==> src/rtl/trumpet_noise_gate_pkg.sv <==
// rtl/trumpet_noise_gate_pkg.sv - shared types, gain constants and magnitude helper for the noise gate
package trumpet_noise_gate_pkg;

  typedef enum logic [2:0] {
    ST_CLOSED  = 3'd0,
    ST_ATTACK  = 3'd1,
    ST_OPEN    = 3'd2,
    ST_HOLD    = 3'd3,
    ST_RELEASE = 3'd4
  } gate_state_t;

  localparam int GAIN_W  = 16;
  localparam int GAIN_IW = 17;
  localparam logic [GAIN_W-1:0] UNITY_GAIN = 16'd32768;

  // |x| with -32768 folded to 32767 so the envelope never exceeds 15 bits
  function automatic logic [15:0] abs_sat16(input logic signed [15:0] x);
    logic [15:0] r;
    if (x == 16'sh8000) r = 16'd32767;
    else if (x < 0)     r = $unsigned(-x);
    else                r = $unsigned(x);
    return r;
  endfunction

endpackage

==> src/rtl/trumpet_noise_gate_if.sv <==
// rtl/trumpet_noise_gate_if.sv - sample stream and status bundle between source and noise gate
interface trumpet_noise_gate_if;
  logic               enable;
  logic               in_valid;
  logic signed [15:0] in_sample;
  logic               out_valid;
  logic signed [15:0] out_sample;
  logic               gate_open;

  modport master (output enable, in_valid, in_sample,
                  input  out_valid, out_sample, gate_open);
  modport slave  (input  enable, in_valid, in_sample,
                  output out_valid, out_sample, gate_open);
endinterface

==> src/rtl/trumpet_noise_gate_env_follower.sv <==
// rtl/trumpet_noise_gate_env_follower.sv - one-pole envelope follower (gate_env_follower)
// Optional sidechain first-difference HPF: NOISE_GATE_SIDECHAIN_HPF_EN
module gate_env_follower
  import trumpet_noise_gate_pkg::*;
#(
  parameter int ENV_SHIFT = 4
) (
  input  logic               clk,
  input  logic               rst_n,
  input  logic               i_valid,
  input  logic signed [15:0] i_sample,
  output logic [15:0]        o_env_next
);

  logic [15:0]        r_env;
  logic signed [15:0] w_det;
  logic [15:0]        w_mag;
  logic signed [16:0] w_diff;
  logic signed [16:0] w_step;
  logic signed [16:0] w_sum;

`ifdef NOISE_GATE_SIDECHAIN_HPF_EN
  logic signed [15:0] r_prev;
  logic signed [16:0] w_fd;

  assign w_fd  = {i_sample[15], i_sample} - {r_prev[15], r_prev};
  assign w_det = w_fd[16:1];

  always_ff @(posedge clk or negedge rst_n) begin
    if (!rst_n)       r_prev <= '0;
    else if (i_valid) r_prev <= i_sample;
  end
`else
  assign w_det = i_sample;
`endif

  assign w_mag      = abs_sat16(w_det);
  assign w_diff     = $signed({1'b0, w_mag}) - $signed({1'b0, r_env});
  assign w_step     = w_diff >>> ENV_SHIFT;
  assign w_sum      = $signed({1'b0, r_env}) + w_step;
  assign o_env_next = w_sum[15:0];

  always_ff @(posedge clk or negedge rst_n) begin
    if (!rst_n)       r_env <= '0;
    else if (i_valid) r_env <= o_env_next;
  end

endmodule

==> src/rtl/trumpet_noise_gate.sv <==
// rtl/trumpet_noise_gate.sv - downward noise gate: hysteresis FSM, ramped Q1.15 gain, 2-stage output
// Optional sidechain HPF: NOISE_GATE_SIDECHAIN_HPF_EN (inside gate_env_follower)
module trumpet_noise_gate
  import trumpet_noise_gate_pkg::*;
#(
  parameter int ENV_SHIFT    = 4,
  parameter int OPEN_THRESH  = 1024,
  parameter int CLOSE_THRESH = 512,
  parameter int HOLD_SAMPLES = 480,
  parameter int ATTACK_STEP  = 1024,
  parameter int RELEASE_STEP = 64,
  parameter int FLOOR_GAIN   = 0
) (
  input logic                 clk,
  input logic                 rst_n,
  trumpet_noise_gate_if.slave bus
);

  localparam logic [15:0]        OPEN_T  = 16'(OPEN_THRESH);
  localparam logic [15:0]        CLOSE_T = 16'(CLOSE_THRESH);
  localparam logic [15:0]        HOLD_M1 = 16'(HOLD_SAMPLES - 1);
  localparam logic [GAIN_IW-1:0] ATK_I   = 17'(ATTACK_STEP);
  localparam logic [GAIN_IW-1:0] REL_I   = 17'(RELEASE_STEP);
  localparam logic [GAIN_IW-1:0] FLOOR_I = 17'(FLOOR_GAIN);
  localparam logic [GAIN_W-1:0]  FLOOR_G = 16'(FLOOR_GAIN);

  gate_state_t        r_state, w_state_nx;
  logic [GAIN_W-1:0]  r_gain, w_gain_nx;
  logic [15:0]        r_hold, w_hold_nx;
  logic signed [15:0] r_sample;
  logic               r_v1;
  logic signed [15:0] r_out;
  logic               r_ov;

  logic [15:0]        w_env_next;
  logic               w_open_hit, w_close_hit;
  logic [GAIN_IW-1:0] w_atk_sum, w_rel_diff;
  logic [GAIN_W-1:0]  w_atk_gain, w_rel_gain;

  gate_env_follower #(.ENV_SHIFT(ENV_SHIFT)) u_env (
    .clk        (clk),
    .rst_n      (rst_n),
    .i_valid    (bus.in_valid),
    .i_sample   (bus.in_sample),
    .o_env_next (w_env_next)
  );

  assign w_open_hit  = (w_env_next >= OPEN_T);
  assign w_close_hit = (w_env_next <  CLOSE_T);

  assign w_atk_sum  = {1'b0, r_gain} + ATK_I;
  assign w_atk_gain = (w_atk_sum > {1'b0, UNITY_GAIN}) ? UNITY_GAIN : w_atk_sum[GAIN_W-1:0];
  // Borrow in bit 16 means the step would undershoot zero
  assign w_rel_diff = {1'b0, r_gain} - REL_I;
  assign w_rel_gain = (w_rel_diff[GAIN_IW-1] || (w_rel_diff < FLOOR_I)) ? FLOOR_G
                                                                         : w_rel_diff[GAIN_W-1:0];

  always_ff @(posedge clk or negedge rst_n) begin
    if (!rst_n) begin
      r_state <= ST_CLOSED;
      r_gain  <= FLOOR_G;
      r_hold  <= '0;
    end else begin
      r_state <= w_state_nx;
      r_gain  <= w_gain_nx;
      r_hold  <= w_hold_nx;
    end
  end

  always_comb begin
    w_state_nx = r_state;
    w_gain_nx  = r_gain;
    w_hold_nx  = r_hold;
    if (bus.in_valid) begin
      if (!bus.enable) begin
        w_state_nx = ST_OPEN;
        w_gain_nx  = UNITY_GAIN;
        w_hold_nx  = '0;
      end else begin
        case (r_state)
          ST_CLOSED: begin
            w_gain_nx = FLOOR_G;
            if (w_open_hit) w_state_nx = ST_ATTACK;
          end
          ST_ATTACK: begin
            w_gain_nx = w_atk_gain;
            if (w_close_hit)                    w_state_nx = ST_RELEASE;
            else if (w_atk_gain == UNITY_GAIN)  w_state_nx = ST_OPEN;
          end
          ST_OPEN: begin
            w_gain_nx = UNITY_GAIN;
            if (w_close_hit) begin
              w_state_nx = ST_HOLD;
              w_hold_nx  = HOLD_M1;
            end
          end
          ST_HOLD: begin
            if (w_open_hit)         w_state_nx = ST_OPEN;
            else if (r_hold == '0)  w_state_nx = ST_RELEASE;
            else                    w_hold_nx  = r_hold - 16'd1;
          end
          ST_RELEASE: begin
            w_gain_nx = w_rel_gain;
            if (w_open_hit)                  w_state_nx = ST_ATTACK;
            else if (w_rel_gain == FLOOR_G)  w_state_nx = ST_CLOSED;
          end
          default: begin
            w_state_nx = ST_CLOSED;
            w_gain_nx  = FLOOR_G;
          end
        endcase
      end
    end
  end

  always_comb begin
    bus.gate_open = (r_state == ST_ATTACK) || (r_state == ST_OPEN) || (r_state == ST_HOLD);
  end

  logic signed [32:0] w_a, w_b, w_prod, w_shift;
  logic signed [15:0] w_clamped;

  assign w_a     = {{17{r_sample[15]}}, r_sample};
  assign w_b     = {17'b0, r_gain};
  assign w_prod  = w_a * w_b;
  assign w_shift = w_prod >>> 15;
  assign w_clamped = (w_shift >  33'sd32767) ? 16'sh7fff :
                     (w_shift < -33'sd32768) ? 16'sh8000 : w_shift[15:0];

  always_ff @(posedge clk or negedge rst_n) begin
    if (!rst_n) begin
      r_v1     <= 1'b0;
      r_sample <= '0;
      r_ov     <= 1'b0;
      r_out    <= '0;
    end else begin
      r_v1 <= bus.in_valid;
      if (bus.in_valid) r_sample <= bus.in_sample;
      r_ov <= r_v1;
      if (r_v1) r_out <= w_clamped;
    end
  end

  assign bus.out_valid  = r_ov;
  assign bus.out_sample = r_out;

endmodule

==> src/flat_wrapper.sv <==
// flat-port wrapper written by rule: the top's interface ports become plain ports
module trumpet_noise_gate_flat import trumpet_noise_gate_pkg::*;
#(
  parameter int ENV_SHIFT    = 4,
  parameter int OPEN_THRESH  = 1024,
  parameter int CLOSE_THRESH = 512,
  parameter int HOLD_SAMPLES = 480,
  parameter int ATTACK_STEP  = 1024,
  parameter int RELEASE_STEP = 64,
  parameter int FLOOR_GAIN   = 0
)
  (clk, rst_n, bus_enable, bus_in_valid, bus_in_sample, bus_out_valid, bus_out_sample, bus_gate_open);
  trumpet_noise_gate_if bus_i ();
  input logic clk;
  input logic rst_n;
  input wire logic [$bits(bus_i.enable)-1:0] bus_enable;
  input wire logic [$bits(bus_i.in_valid)-1:0] bus_in_valid;
  input wire logic [$bits(bus_i.in_sample)-1:0] bus_in_sample;
  output wire logic [$bits(bus_i.out_valid)-1:0] bus_out_valid;
  output wire logic [$bits(bus_i.out_sample)-1:0] bus_out_sample;
  output wire logic [$bits(bus_i.gate_open)-1:0] bus_gate_open;
  assign bus_i.enable = bus_enable;
  assign bus_i.in_valid = bus_in_valid;
  assign bus_i.in_sample = bus_in_sample;
  assign bus_out_valid = bus_i.out_valid;
  assign bus_out_sample = bus_i.out_sample;
  assign bus_gate_open = bus_i.gate_open;
  trumpet_noise_gate #(.ENV_SHIFT(ENV_SHIFT), .OPEN_THRESH(OPEN_THRESH), .CLOSE_THRESH(CLOSE_THRESH), .HOLD_SAMPLES(HOLD_SAMPLES), .ATTACK_STEP(ATTACK_STEP), .RELEASE_STEP(RELEASE_STEP), .FLOOR_GAIN(FLOOR_GAIN)) u_core (.clk(clk), .rst_n(rst_n), .bus(bus_i));
endmodule
==> config.mk <==
export PLATFORM = sky130hd
export DESIGN_NAME = trumpet_noise_gate_flat
export DESIGN_NICKNAME = d
export VERILOG_FILES = /design/src/rtl/trumpet_noise_gate_pkg.sv /design/src/rtl/trumpet_noise_gate_if.sv /design/src/rtl/trumpet_noise_gate_env_follower.sv /design/src/rtl/trumpet_noise_gate.sv /design/src/flat_wrapper.sv
export SDC_FILE = /design/constraint.sdc
export NUM_CORES = 1
export LEC_CHECK = 0
export ABC_AREA = 1
export CAP_MARGIN = 20
export CORE_ASPECT_RATIO = 0.6
export CORE_MARGIN = 2
export CORE_UTILIZATION = 45
export CTS_BUF_LIST = sky130_fd_sc_hd__clkbuf_8
export CTS_CLUSTER_SIZE = 10
export DETAILED_ROUTE_END_ITERATION = 16
export GPL_TIMING_DRIVEN = 1
export PLACE_DENSITY_LB_ADDON = 0.05
export SYNTH_ARGS = -nofsm -noshare
export SYNTH_HDL_FRONTEND = slang
export SYNTH_SLANG_ARGS = --single-unit
export TNS_END_PERCENT = 30
==> constraint.sdc <==
create_clock -name clk -period 7.6 [get_ports clk]
set_input_delay 1.52 -clock clk [delete_from_list [all_inputs] [get_ports clk]]
set_output_delay 1.52 -clock clk [all_outputs]
set_load 0.01 [all_outputs]
# Word-level counts from Yosys, hierarchy flattened

Cells that the tools add are included.

$add $sub $neg: 6
Multipliers: 1
Magnitude comparators: 7
Eq/ne operators: 15
Multiplexer cells: 23
Reductions and logical operators: 9

Operators with widths:

| kind                                                             | number |
|---|---|
| two-way mux 16 bit                                               | 11 |
| case mux 16 bit (4 select lines)                                 | 1 |
| multiplier 16 x 17 -> 33 bit                                     | 1 |
| equality test 16 bit (second input constant)                     | 2 |
| zero test 16 bit                                                 | 2 |
| case mux 16 bit (2 select lines)                                 | 1 |
| two-way mux 3 bit                                                | 9 |
| greater-than comparator 18 x 16 -> 1 bit (second input constant) | 1 |
| < comparator 18 x 16 -> 1 bit (second input constant)            | 1 |
| adder 16 x 11 -> 17 bit (second input constant)                  | 1 |
| greater-than comparator 17 x 16 -> 1 bit (second input constant) | 1 |
| < comparator 17 x 1 -> 1 bit (second input constant)             | 1 |
| subtractor 16 x 16 -> 17 bit                                     | 1 |
| subtractor 16 x 7 -> 17 bit (second input constant)              | 1 |
| adder 16 x 13 -> 16 bit                                          | 1 |
| >= comparator 16 x 11 -> 1 bit (second input constant)           | 1 |
| < comparator 16 x 1 -> 1 bit (second input constant)             | 1 |
| < comparator 16 x 10 -> 1 bit (second input constant)            | 1 |
| negation 16 bit                                                  | 1 |
| subtractor 16 x 1 -> 16 bit (second input constant)              | 1 |
| case mux 3 bit (5 select lines)                                  | 1 |
| != test 4 x 2 -> 1 bit (second input constant)                   | 3 |
| equality test 3 x 2 -> 1 bit (second input constant)             | 2 |
| != test 3 x 2 -> 1 bit (second input constant)                   | 2 |
| 10 further kinds                                                 | 13 |

Register bits: 85
Input bits: 20
Output and inout bits: 18
Logic and storage cells: 69

# Depth between registers and ports, before layout

Gate-level depths: netlist of the first run.

Word-level depth: 9
Gate-level depth with buffers: 37
Gate-level depth less buffers: 35

# By module

Synthesis of the first run repeated with hierarchy kept, for this count alone.

Cell total of the unflattened synthesis: 2139
Area, all modules: 15730.1 um^2

By module, submodules not included:

| module             | times used | cells each | area each (um^2) | sequential area each (um^2) |
|---|---|---|---|---|
| trumpet_noise_gate | 1          | 1775       | 13299.0          | 1726.7 |
| gate_env_follower  | 1          | 364        | 2431.1           | 400.4 |

# Worst setup path before layout of the first run

Ideal clock, no wire load.

Path kind: reg2reg
Start point: reg u_core.r_gain[12]
End point: reg u_core.r_out[10] (netlist: u_core.bus.out_sample[10])
Setup time: 0.126 ns
Arrival time: 6.078 ns
Data required time: 7.474 ns
Path slack: 1.396 ns
Stages on the path, launching flop included: 26
Path buffers: 3
Clock period less this slack: 6.204 ns
Cell sequence: dfrtp_1 -> buf_1 -> clkbuf_1 -> nand2_1 -> fa_1 -> fa_1 -> inv_1 -> fa_1 -> fa_1 -> fa_1 -> inv_1 -> fa_1 -> inv_1 -> ha_1 -> nand2_1 -> nor2_1 -> inv_1 -> nor3_1 -> nand2_1 -> o211ai_1 -> a21oi_1 -> xor2_1 -> a21oi_1 -> o21a_1 -> buf_2 -> a21oi_1

Word-level cells in the longest chain between the ends: 4
Elaborated cells between the ends (all ways): 5
Those cells by class: mul (1); order compare (2); mux (2)

RTL lines:

| item                           | line                      | source |
|---|---|---|
| from (decl)                    | trumpet_noise_gate.sv:28  | `logic [GAIN_W-1:0] r_gain, w_gain_nx;` |
| from (signal assigned)         | trumpet_noise_gate.sv:65  | `r_gain <= w_gain_nx;` |
| multiplier 16 x 17 -> 33 bit * | trumpet_noise_gate.sv:125 | `assign w_prod = w_a * w_b;` |
| < comparator 18 x 16 -> 1 bit  | trumpet_noise_gate.sv:128 | `(w_shift < -33'sd32768) ? 16'sh8000 : w_shift[15:0];` |
| two-way mux 16 bit             | trumpet_noise_gate.sv:128 |  |
| two-way mux 16 bit *           | trumpet_noise_gate.sv:127 | `assign w_clamped = (w_shift > 33'sd32767) ? 16'sh7fff :` |
| to (signal assigned)           | trumpet_noise_gate.sv:140 | `if (r_v1) r_out <= w_clamped;` |
| to (decl)                      | trumpet_noise_gate.sv:32  | `logic signed [15:0] r_out;` |

Mark *: on every way between the ends. The rest lies on a longest branch, timed or not.
A chain may end at the register's enable or synchronous reset.

# Worst setup path in the final report of the first run

Start point: reg u_core.r_sample[4]
End point: reg u_core.r_out[0] (netlist: u_core.bus.out_sample[0])

Word-level cells in the longest chain between the ends: 4
Elaborated cells between the ends (all ways): 5
Those cells by class: mul (1); order compare (2); mux (2)

RTL lines:

| item                           | line                      | source |
|---|---|---|
| from (decl)                    | trumpet_noise_gate.sv:30  | `logic signed [15:0] r_sample;` |
| from (signal assigned)         | trumpet_noise_gate.sv:138 | `if (bus.in_valid) r_sample <= bus.in_sample;` |
| multiplier 16 x 17 -> 33 bit * | trumpet_noise_gate.sv:125 |  |
| < comparator 18 x 16 -> 1 bit  | trumpet_noise_gate.sv:128 |  |
| two-way mux 16 bit             | trumpet_noise_gate.sv:128 |  |
| two-way mux 16 bit *           | trumpet_noise_gate.sv:127 |  |

Marks and branches as above.

==> out/summary.txt, run 1 <==
DRT
-------------------------------------------------------------------------------------------
Number of iterations in the first detailed-routing pass                                   5
Mean routed wirelength per cell                                                    17.57 um
Antenna violation net count after detailed routing                                        0
Wire length reported by the detailed router                                        42.77 mm
DR DRC count                                                                              0
Via count                                                                             12252
Number of design-rule violations left by the first detailed-router iteration            847
Number of vias per cell                                                               5.034

FLOORPLAN
-------------------------------------------------------------------------------------------
Starting density of the core                                                         45.87%
Top Ports                                                                                38
Die area                                                                         34760 um^2
Number of placement rows                                                                 51
Horiz. Die Dim                                                                     239.4 um
Die height                                                                         145.2 um
Core region area                                                                 32610 um^2

WORST SETUP PATH
-------------------------------------------------------------------------------------------
Cell breakdown of the critical path                                            nand2_1, inv_1, fa_1, inv_1, fa_1, fa_1, inv_1, fa_1, fa_1, inv_1, fa_1, inv_1, ha_1, nand2_1, nor2_1, inv_1, nor3_1, nand2_1, o211ai_1, a21oi_1, xor2_1, a21oi_1, o21a_1, a21oi_1
Worst reg-to-reg path cell count                                                         24
Setup crit start kind                                                             flip-flop
Maximum fanout along the worst path                                                      17
Delay contributed by the slowest stage of the critical path                         1.01 ns
Path type of the worst setup path                                              flip-flop to flip-flop
CP Data Required Time                                                               7.87 ns
Worst Path Arrival                                                                  7.24 ns
Buf/Inv on CP                                                                             6
Total stage count of the critical path                                                   24
Type of element capturing the critical path                                       flip-flop
Critical path's slowest cell                                                   sky130_fd_sc_hd__dfrtp_1
Cell family with the largest share of critical-path delay                       adder cells

SYNTHESIS
-------------------------------------------------------------------------------------------
Mapped cell area                                                                 14960 um^2
Avg Inst Size Synth                                                              7.532 um^2
Synthesis Warnings                                                                        0
Cell variety after synth                                                                 56
Fraction of synthesized cell area taken by the top area cell type                    25.96%
Net count of the mapped netlist                                                        2355
Post-Syn Instances                                                                     1986
Most repeated cell in the gate-level netlist after synthesis                   sky130_fd_sc_hd__nand2_1
Synth top cells by count                                                       sky130_fd_sc_hd__nand2_1 (475), sky130_fd_sc_hd__inv_1 (450), sky130_fd_sc_hd__fa_1 (194), sky130_fd_sc_hd__ha_1 (155), sky130_fd_sc_hd__nor2_1 (101)
Sequential fraction of the synthesis area                                            14.22%
Fraction of registers with async set or reset after synthesis                        100.0%
EDFF count, synth                                                                         0
Synth top area cells                                                           sky130_fd_sc_hd__fa_1 (26%), sky130_fd_sc_hd__dfrtp_1 (14%), sky130_fd_sc_hd__ha_1 (13%)
Most used flip-flop cell after synthesis                                       sky130_fd_sc_hd__dfrtp_1
Most area-hungry cell type in the Yosys netlist                                sky130_fd_sc_hd__fa_1
Flip-flop and latch count after synthesis                                                85

FINISH
-------------------------------------------------------------------------------------------
Fraction of layout instances using a drive strength above 1                          6.048%
Antenna Cells                                                                             0
Area added between synthesis and finish                                              6.859%
Number of fill cells in the layout                                                     3243
Post-layout net count                                                                  2348

CTS
-------------------------------------------------------------------------------------------
Clock Pin Slew Worst Setup and Hold Paths                                           0.10 ns
Clock latency at the later pin of the worst-skew pair                               0.42 ns
Post-cts gate resize count                                                                0
Number of sinks handled by clock tree synthesis                                          85
Cell chosen for the clock root                                                 sky130_fd_sc_hd__clkbuf_8
Num CTS Buffers                                                                           9
Number of buffers between clock root and the deepest sink                                 2
# hold bufs at CTS                                                                        0
Htree depth                                                                               3
TritonCTS clock tree                                                                  built
Setup Fix Bufs, Post-CTS                                                                  0

STA
-------------------------------------------------------------------------------------------
Pins over their slew limit                                                                0
Total negative slack                                                                   0 ns
Hold Violations, Final                                                                    0
Remaining max-slew budget at the tightest pin                                        33.17%
Min Clock Period, post-route                                                       6.974 ns
Clock Skew                                                                       0.02267 ns
Count of final setup violators                                                            0
Transition time at the pin with the least slew margin                              1.002 ns
Setup repair after global routing missed its margin                                   false
Share of the clock period used by the worst path after layout                        91.76%
Max Fclk                                                                          143.4 MHz

GLOBAL ROUTE
-------------------------------------------------------------------------------------------
All-layer global routing usage                                                       25.87%
Initial antenna violation count                                                           0
Largest net degree at the start of global routing                                        66
Wire length of the first global-routing pass                                       68.80 mm
GRT Residual Overflow                                                                     0
Via count of the first global-routing pass                                            12119

PLACE
-------------------------------------------------------------------------------------------
Final Wtd Congestion                                                                 0.9402
HPWL after detailed placement                                                      35.32 mm
Port buffer count                                                                        37

RUN
-------------------------------------------------------------------------------------------
Max-cap viol count                                                                        0

POWER AND IR DROP
-------------------------------------------------------------------------------------------
PwrDens                                                                        241.8 nW/um^2
Sum of internal, switching and leakage power                                     0.003865 W
Leakage component of the power                                                     9.099 nW
Worst ir drop on vdd                                                            0.0001408 V

MIN PATH
-------------------------------------------------------------------------------------------
Path type of the worst min-delay path                                          flip-flop to flip-flop
Hold Path Cell Cnt                                                                        2

OUTCOME
-------------------------------------------------------------------------------------------
Outcome                                                                        finished, final reports clean

==> power by group <==
group / internal [W] / switching [W] / total, W
registers: 0.000581 / 0.000163 / 0.000743
logic: 0.00105 / 0.00167 / 0.00272
clock network: 0.000194 / 0.000211 / 0.000404
==> cells in the final DEF, fill, tap and decap left out, drive strengths merged, types with 36 or more instances in the layout <==
master,instances
o21ai,85
fa,194
nor2,107
nand2,501
nand3,49
inv,464
dfrtp,85
clkdlybuf4s50,36
ha,155
a21oi,81
==> final timing paths <==
path | endpoint | from | slack [ns]
setup / recovery | u_core.bus.out_sample[0] | u_core.r_sample[4] | 0.63
hold / removal | u_core.bus.out_sample[2] | u_core.bus.out_sample[2] | 0.53
setup reg to reg | u_core.bus.out_sample[0] | u_core.r_sample[4] | 0.63
hold reg to reg | u_core.bus.out_sample[2] | u_core.bus.out_sample[2] | 0.53
max in group asynchronous | u_core.r_gain[5] | rst_n | 5.47
min in group asynchronous | u_core.bus.out_sample[6] | rst_n | 0.97
==> logic make-up after synthesis <==
family          count (synthesis)  synth area share [%]
buf+inv                       545                 13.94
compound gates                229                 9.235
simple gates                  723                 20.38
flops                          85                 14.22
xor+xnor                       54                 3.212
mux                             1               0.07528
fa+ha+maj                     349                 38.93
==> per-layer routing <==
metal,up-vias,track usage [%],part of all wire (%)
li1,6005,-,-
met1,5811,41.77,52
met2,403,32.54,36
met3,33,9.189,11
met4,0,3.750,1.1
met5,-,0,0
==> stage by stage <==
stage | setup slack, ns | cells | cell area (um^2) | util [%] | hold slack [ns]
2_1_floorplan | 1.396 | 1986 | 14960 | - | 0.3519
3_3_place_gp | 0.5652 | 2418 | 15750 | 48.29 | 0.5068
3_5_place_dp | 0.4402 | 2418 | 15750 | 48.29 | 0.5141
4_1_cts | 0.6927 | 2434 | 15980 | 49.02 | 0.5356
5_1_grt | 0.2144 | 2434 | 15980 | 49.02 | 0.5584
6_report | 0.6259 | 2434 | 15980 | 49.02 | 0.5309
==> flip-flops by register name, indices dropped and copies added, names as in the netlist <==
signal                 cells
u_core.bus.out_sample     16
u_core.r_gain             16
u_core.u_env.r_env        16
u_core.bus.out_valid       1
u_core.r_hold             16
u_core.r_state             3
u_core.r_sample           16
u_core.r_v1                1
==> worst register-to-register path, delay by kind of cell (launching register included) <==
kind | cells | cell delay, ns
fa+ha+maj | 7 | 3.39
compound gates | 5 | 1.16
flops | 1 | 1.01
simple gates | 5 | 0.66
buf+inv | 6 | 0.43
xor+xnor | 1 | 0.17
==> cell type report <==
cell class	instances	area (um^2)	share of cell area (%)
clock buffers	9	123.9	0.7750
clock inverters	7	113.9	0.7123
inverters	463	1740	10.89
multi-input cells	1356	10750	67.22
flip-flops and latches	85	2127	13.31
well taps	450	563.0	3.523
repair buffers	64	570.5	3.569
No activity file was read; power rests on OpenSTA's default activity.
==> run 2: changes to the inputs <==
clock period = 8 ns   (was 7.6 ns; I/O delays follow)
==> run 2 against run 1 <==
  * Cell count decreased by 0.33%
  * First-iteration DRC count is 15% higher
  * Setup slack better by 0.25 ns
  * Clock skew down 0.0039 ns
  * Sequential cell count did not move
  * Design area decreased by 0.70%
  * Sequential power decreased by 4.0%
  * Routed wire length fell by 0.39%
==> out/summary.txt, run 2 (synthesis gave the netlist of run 1 again) <==
CTS
-------------------------------------------------------------------------------------------
Clock latency at the later pin of the worst-skew pair                               0.41 ns   about the same
Number of sinks handled by clock tree synthesis                                          85   unchanged
Num CTS Buffers                                                                           9   unchanged
Htree depth                                                                               3   unchanged
TritonCTS clock tree                                                                  built
Number of buffers between clock root and the deepest sink                                 2   unchanged
Setup Fix Bufs, Post-CTS                                                                  0   unchanged
Clock Pin Slew Worst Setup and Hold Paths                                           0.09 ns   about the same
Cell chosen for the clock root                                                 sky130_fd_sc_hd__clkbuf_8
# hold bufs at CTS                                                                        0   unchanged
Post-cts gate resize count                                                                0   unchanged

POWER AND IR DROP
-------------------------------------------------------------------------------------------
PwrDens                                                                        223.4 nW/um^2   -7.6%
Worst ir drop on vdd                                                            0.0001640 V   +16%
Leakage component of the power                                                     9.029 nW   -0.77%

GLOBAL ROUTE
-------------------------------------------------------------------------------------------
All-layer global routing usage                                                       25.68%   -0.19 points
Largest net degree at the start of global routing                                        62   -6.1%
GRT Residual Overflow                                                                     0   unchanged
Initial antenna violation count                                                           0   unchanged
Wire length of the first global-routing pass                                       68.48 mm   -0.46%
Via count of the first global-routing pass                                            12023   -0.79%

PLACE
-------------------------------------------------------------------------------------------
HPWL after detailed placement                                                      34.80 mm   -1.5%
Final Wtd Congestion                                                                 0.9174   -2.4%
Port buffer count                                                                        37   unchanged
Worst setup slack after placement                                                 0.5977 ns   +0.1575 ns

RUN
-------------------------------------------------------------------------------------------
Max-cap viol count                                                                        0   unchanged

FLOORPLAN
-------------------------------------------------------------------------------------------
Horiz. Die Dim                                                                     239.4 um   unchanged
Die area                                                                         34760 um^2   unchanged
Core region area                                                                 32610 um^2   unchanged
Number of placement rows                                                                 51   unchanged
Starting density of the core                                                         45.87%   unchanged
Top Ports                                                                                38   unchanged
Die height                                                                         145.2 um   unchanged

FINISH
-------------------------------------------------------------------------------------------
Fraction of layout instances using a drive strength above 1                          5.617%   -0.43 points
Antenna Cells                                                                             0   unchanged
Commonest cells after routing, fill and taps aside                             sky130_fd_sc_hd__nand2_1 (475), sky130_fd_sc_hd__inv_1 (451), sky130_fd_sc_hd__fa_1 (194)
Number of fill cells in the layout                                                     3256   +0.40%
Area added between synthesis and finish                                              6.114%
Post-layout net count                                                                  2340   -0.34%
Most common cell after layout, fill and taps aside                             sky130_fd_sc_hd__nand2_1

STA
-------------------------------------------------------------------------------------------
Total negative slack                                                                   0 ns   unchanged
Fin worst setup slack                                                             0.8774 ns   +0.2515 ns
Setup repair after global routing missed its margin                                   false
Share of the clock period used by the worst path after layout                        89.03%   -2.7 points
Max Fclk                                                                          140.4 MHz   -2.1%
Count of final setup violators                                                            0   unchanged
Min Clock Period, post-route                                                       7.123 ns   +0.1485 ns
Pins over their slew limit                                                                0   unchanged
Clock Skew                                                                       0.01880 ns   -0.003865 ns
Hold Violations, Final                                                                    0   unchanged
Remaining max-slew budget at the tightest pin                                        31.86%   -1.3 points
Transition time at the pin with the least slew margin                              1.022 ns   +0.01957 ns

DRT
-------------------------------------------------------------------------------------------
Wire length reported by the detailed router                                        42.61 mm   -0.39%
DR DRC count                                                                              0   unchanged
Number of design-rule violations left by the first detailed-router iteration            974   +15%
Mean routed wirelength per cell                                                    17.56 um   about the same
Number of vias per cell                                                               5.073   +0.77%
Number of iterations in the first detailed-routing pass                                   5   unchanged
Via count                                                                             12306   +0.44%
Antenna violation net count after detailed routing                                        0   unchanged

MIN PATH
-------------------------------------------------------------------------------------------
Path type of the worst min-delay path                                          flip-flop to flip-flop

WORST SETUP PATH
-------------------------------------------------------------------------------------------
Type of element capturing the critical path                                       flip-flop
Most used cell, CP                                                             sky130_fd_sc_hd__fa_1
Setup crit start kind                                                             flip-flop
Cell breakdown of the critical path                                            nand2_1, fa_1, inv_1, fa_1, fa_1, fa_1, fa_1, inv_1, fa_1, inv_1, ha_1, nand2_1, nor4_1, nand3_1, nand3_1, nand3_1, nand2_1, xor2_1, nand2_1, nand3_1, a21oi_1
Delay contributed by the slowest stage of the critical path                         1.03 ns   +0.02 ns
Maximum fanout along the worst path                                                      18   +1
Path type of the worst setup path                                              flip-flop to flip-flop
Critical path's slowest cell                                                   sky130_fd_sc_hd__dfrtp_1
CP Data Required Time                                                               8.26 ns   +0.39 ns
Worst Path Arrival                                                                  7.38 ns   +0.14 ns

OUTCOME
-------------------------------------------------------------------------------------------
Outcome                                                                        finished, final reports clean

-- run 2: routing by layer --
layer	up-vias	part of all wire (%)	GRT usage, %
li1	5996	-	-
met1	5898	54	43.31
met2	396	36	32.02
met3	16	9.0	6.773
met4	0	0.74	3.438
met5	-	0	0
-- run 2: cell type report --
class,instances,area (um^2),area share [%]
Sequential cell,85,2127,13.40
Tap cell,450,563.0,3.547
Clock buffer,11,151.4,0.9538
Inverter,463,1740,10.96
Clock inverter,5,35.03,0.2207
Timing Repair Buffer,56,510.5,3.216
Multi-Input combinational cell,1356,10750,67.70
-- run 2: worst max-delay path, delay by kind of cell (launching register included) --
family	cells	cell delay (ns)
compound gates	1	0.08
xor+xnor	1	0.29
fa+ha+maj	7	3.52
buf+inv	3	0.15
flops	1	1.03
simple gates	9	1.90
-- run 2: power by group --
group	total, W	switching (W)	internal [W]
clock network	0.000308	0.000178	0.000130
registers	0.000713	0.000161	0.000551
logic	0.00253	0.00156	0.000962
total	0.00355	0.00190	0.00164
-- run 2: worst paths after layout --
| path | from | endpoint | slack, ns | cells after the start |
|---|---|---|---|---|
| min in group asynchronous | rst_n | u_core.bus.out_sample[15] | 1.07 | 1 |
| max reg2reg | u_core.r_gain[7] | u_core.bus.out_sample[10] | 0.88 | 21 |
| min | u_core.u_env.r_env[6] | u_core.u_env.r_env[6] | 0.52 | 2 |
| min reg2reg | u_core.u_env.r_env[6] | u_core.u_env.r_env[6] | 0.52 | 2 |
| max in group asynchronous | rst_n | u_core.r_gain[13] | 5.81 | 2 |
| max | u_core.r_gain[7] | u_core.bus.out_sample[10] | 0.88 | 21 |
-- run 2: per-stage QoR --
step | total power (W) | hold WS, ns | cells | utilization, % | cell area [um^2]
6_report | 0.003546 | 0.5227 | 2426 | 48.68 | 15870
5_1_grt | 0.003946 | 0.5594 | 2426 | 48.68 | 15870
4_1_cts | 0.003543 | 0.5361 | 2426 | 48.68 | 15870
3_5_place_dp | 0.003204 | 0.5044 | 2410 | 48.11 | 15690
3_3_place_gp | 0.003207 | 0.5019 | 2410 | 48.11 | 15690
2_1_floorplan | 0.002525 | 0.3519 | 1986 | - | 14960
==> run 3: changes to the inputs <==
GPL_ROUTABILITY_DRIVEN = 0   (was default)
==> run 3 against run 2 <==
  * Register-to-register slack improved by 0.03 ns
  * Largest power group unchanged
  * Non-clock buffer count fell by 2
  * Power rose by 2.0%
  * Critical endpoint unchanged
  * Sequential share of layout area barely moved
  * Setup slack improved by 0.031 ns
  * Highest routed layer unchanged
==> out/summary.txt, run 3 (synthesis gave the netlist of run 1 again) <==
GLOBAL ROUTE
-------------------------------------------------------------------------------------------
Wire length of the first global-routing pass                                       68.71 mm   +0.33%
GRT Residual Overflow                                                                     0   unchanged
All-layer global routing usage                                                       25.71%   +0.032 points
Initial antenna violation count                                                           0   unchanged
Via count of the first global-routing pass                                            12192   +1.4%
Largest net degree at the start of global routing                                        63   +1.6%

MIN PATH
-------------------------------------------------------------------------------------------
Path type of the worst min-delay path                                          flip-flop to flip-flop

WORST SETUP PATH
-------------------------------------------------------------------------------------------
Setup crit start kind                                                             flip-flop
Most used cell, CP                                                             sky130_fd_sc_hd__fa_1
CP Data Required Time                                                               8.34 ns   +0.08 ns
Maximum fanout along the worst path                                                      17   -1
Worst Path Arrival                                                                  7.43 ns   +0.05 ns
Path type of the worst setup path                                              flip-flop to flip-flop
Delay contributed by the slowest stage of the critical path                         1.03 ns   about the same
Cell family with the largest share of critical-path delay                       adder cells
Critical path's slowest cell                                                   sky130_fd_sc_hd__dfrtp_1
Cell breakdown of the critical path                                            nand2_1, fa_1, fa_1, fa_1, inv_1, fa_1, fa_1, inv_1, fa_1, inv_1, ha_1, nand2_1, nor2_1, inv_1, nor3_1, nand2_1, o211ai_1, a21oi_1, xor2_1, nand3_1, nand2_1, nand3_1, a21oi_1
Type of element capturing the critical path                                       flip-flop
Buf/Inv on CP                                                                             4   +1

STA
-------------------------------------------------------------------------------------------
Total negative slack                                                                   0 ns   unchanged
Pins over their slew limit                                                                0   unchanged
Hold Violations, Final                                                                    0   unchanged
Transition time at the pin with the least slew margin                              1.035 ns   +0.01317 ns
Min Clock Period, post-route                                                       7.092 ns   -0.03109 ns
Count of final setup violators                                                            0   unchanged
Setup repair after global routing missed its margin                                   false
Max Fclk                                                                          141.0 MHz   +0.44%
Share of the clock period used by the worst path after layout                        88.64%   -0.39 points
Remaining max-slew budget at the tightest pin                                        30.98%   -0.88 points
Clock Skew                                                                       0.02112 ns   +0.002325 ns

POWER AND IR DROP
-------------------------------------------------------------------------------------------
Proportion of power drawn by combinational gates                                      70.5%   -0.7 points
Worst ir drop on vdd                                                            0.0001750 V   +6.7%
Share of total power in sequential cells                                              19.6%   -0.5 points
Sum of internal, switching and leakage power                                     0.003618 W   +2.0%
Sw Ratio                                                                             53.35%   -0.31 points
PwrDens                                                                        227.8 nW/um^2   +2.0%
Switching power                                                                  0.001930 W   +1.4%
Internal power consumption                                                       0.001688 W   +2.7%
Leakage component of the power                                                     9.033 nW   about the same
Clk pwr share                                                                          9.8%   +1.1 points

FLOORPLAN
-------------------------------------------------------------------------------------------
Core region area                                                                 32610 um^2   unchanged
Horiz. Die Dim                                                                     239.4 um   unchanged
Starting density of the core                                                         45.87%   unchanged
Number of placement rows                                                                 51   unchanged
Die height                                                                         145.2 um   unchanged
Top Ports                                                                                38   unchanged
Die area                                                                         34760 um^2   unchanged

CTS
-------------------------------------------------------------------------------------------
Clock Pin Slew Worst Setup and Hold Paths                                           0.12 ns   +0.03 ns
Clock latency at the later pin of the worst-skew pair                               0.40 ns   about the same
# hold bufs at CTS                                                                        0   unchanged
Number of buffers between clock root and the deepest sink                                 2   unchanged
Htree depth                                                                               3   unchanged
Number of sinks handled by clock tree synthesis                                          85   unchanged
Setup Fix Bufs, Post-CTS                                                                  0   unchanged
Num CTS Buffers                                                                           9   unchanged
Post-cts gate resize count                                                                0   unchanged
Cell chosen for the clock root                                                 sky130_fd_sc_hd__clkbuf_8
TritonCTS clock tree                                                                  built

DRT
-------------------------------------------------------------------------------------------
Mean routed wirelength per cell                                                    17.57 um   about the same
Number of design-rule violations left by the first detailed-router iteration           1091   +12%
DR DRC count                                                                              0   unchanged
Antenna violation net count after detailed routing                                        0   unchanged
Number of vias per cell                                                               5.068   about the same
Wire length reported by the detailed router                                        42.58 mm   about the same
Via count                                                                             12286   -0.16%
Number of iterations in the first detailed-routing pass                                   5   unchanged

FINISH
-------------------------------------------------------------------------------------------
Post-layout net count                                                                  2338   -0.085%
Fraction of layout instances using a drive strength above 1                          5.572%   -0.045 points
Commonest cells after routing, fill and taps aside                             sky130_fd_sc_hd__nand2_1 (475), sky130_fd_sc_hd__inv_1 (450), sky130_fd_sc_hd__fa_1 (194)
Antenna Cells                                                                             0   unchanged
Most common cell after layout, fill and taps aside                             sky130_fd_sc_hd__nand2_1
Area added between synthesis and finish                                              6.173%   about the same
Finished Core Util                                                                   48.71%   about the same

PLACE
-------------------------------------------------------------------------------------------
Port buffer count                                                                        37   unchanged
HPWL after detailed placement                                                      34.49 mm   -0.90%

RUN
-------------------------------------------------------------------------------------------
Max-cap viol count                                                                        0   unchanged

OUTCOME
-------------------------------------------------------------------------------------------
Outcome                                                                        finished, final reports clean

==> run 3: power by group through the flow <==
stage / logic (W) / registers (W) / clock network [W]
2_1_floorplan: 0.00187 / 0.000654 / 0
3_3_place_gp: 0.00252 / 0.000717 / 0
3_5_place_dp: 0.00251 / 0.000716 / 0
4_1_cts: 0.00254 / 0.000709 / 0.000366
5_1_grt: 0.00289 / 0.000729 / 0.000384
6_report: 0.00255 / 0.000711 / 0.000355
==> run 3: worst paths after layout <==
| kind | slack (ns) | end | startpoint | cells past startpoint |
|---|---|---|---|---|
| setup / recovery | 0.91 | u_core.bus.out_sample[10] | u_core.r_sample[2] | 23 |
| hold / removal | 0.53 | u_core.bus.out_sample[1] | u_core.bus.out_sample[1] | 2 |
| setup reg to reg | 0.91 | u_core.bus.out_sample[10] | u_core.r_sample[2] | 23 |
| hold reg to reg | 0.53 | u_core.bus.out_sample[1] | u_core.bus.out_sample[1] | 2 |
| max in group asynchronous | 5.77 | u_core.r_state[1] | rst_n | 2 |
| min in group asynchronous | 1.07 | u_core.bus.out_sample[10] | rst_n | 1 |
==> run 3: worst min-delay path, cell delays in order (launching register included) <==
cell and delay [ns]:
sky130_fd_sc_hd__dfrtp_1 0.35, sky130_fd_sc_hd__nor2_1 0.04, sky130_fd_sc_hd__a21oi_1 0.10
==> run 3: per-layer routing <==
metal	vias to the layer above	GRT usage, %	routed length, um
li1	5993	-	-
met1	5853	42.12	22170
met2	416	32.37	15370
met3	24	8.486	4711
met4	0	3.281	340
met5	-	0	0
==> run 3: per-stage QoR <==
stage | setup WS (ns) | cells | hold WS, ns | instance area [um^2]
after floorplan | 1.796 | 1986 | 0.3519 | 14960
after global placement | 0.7552 | 2408 | 0.5070 | 15670
after detailed placement | 0.5898 | 2408 | 0.5118 | 15670
after CTS | 0.9143 | 2424 | 0.5356 | 15880
after global routing | 0.3332 | 2424 | 0.5600 | 15880
final | 0.9085 | 2424 | 0.5290 | 15880
==> run 3: final cells by class <==
type | count | area, um^2
well taps | 450 | 563.0
fillers | 3243 | 16730
clock buffers | 9 | 123.9
flip-flops and latches | 85 | 2127
clock inverters | 7 | 86.33
multi-input cells | 1356 | 10750
repair buffers | 54 | 495.5
inverters | 463 | 1740
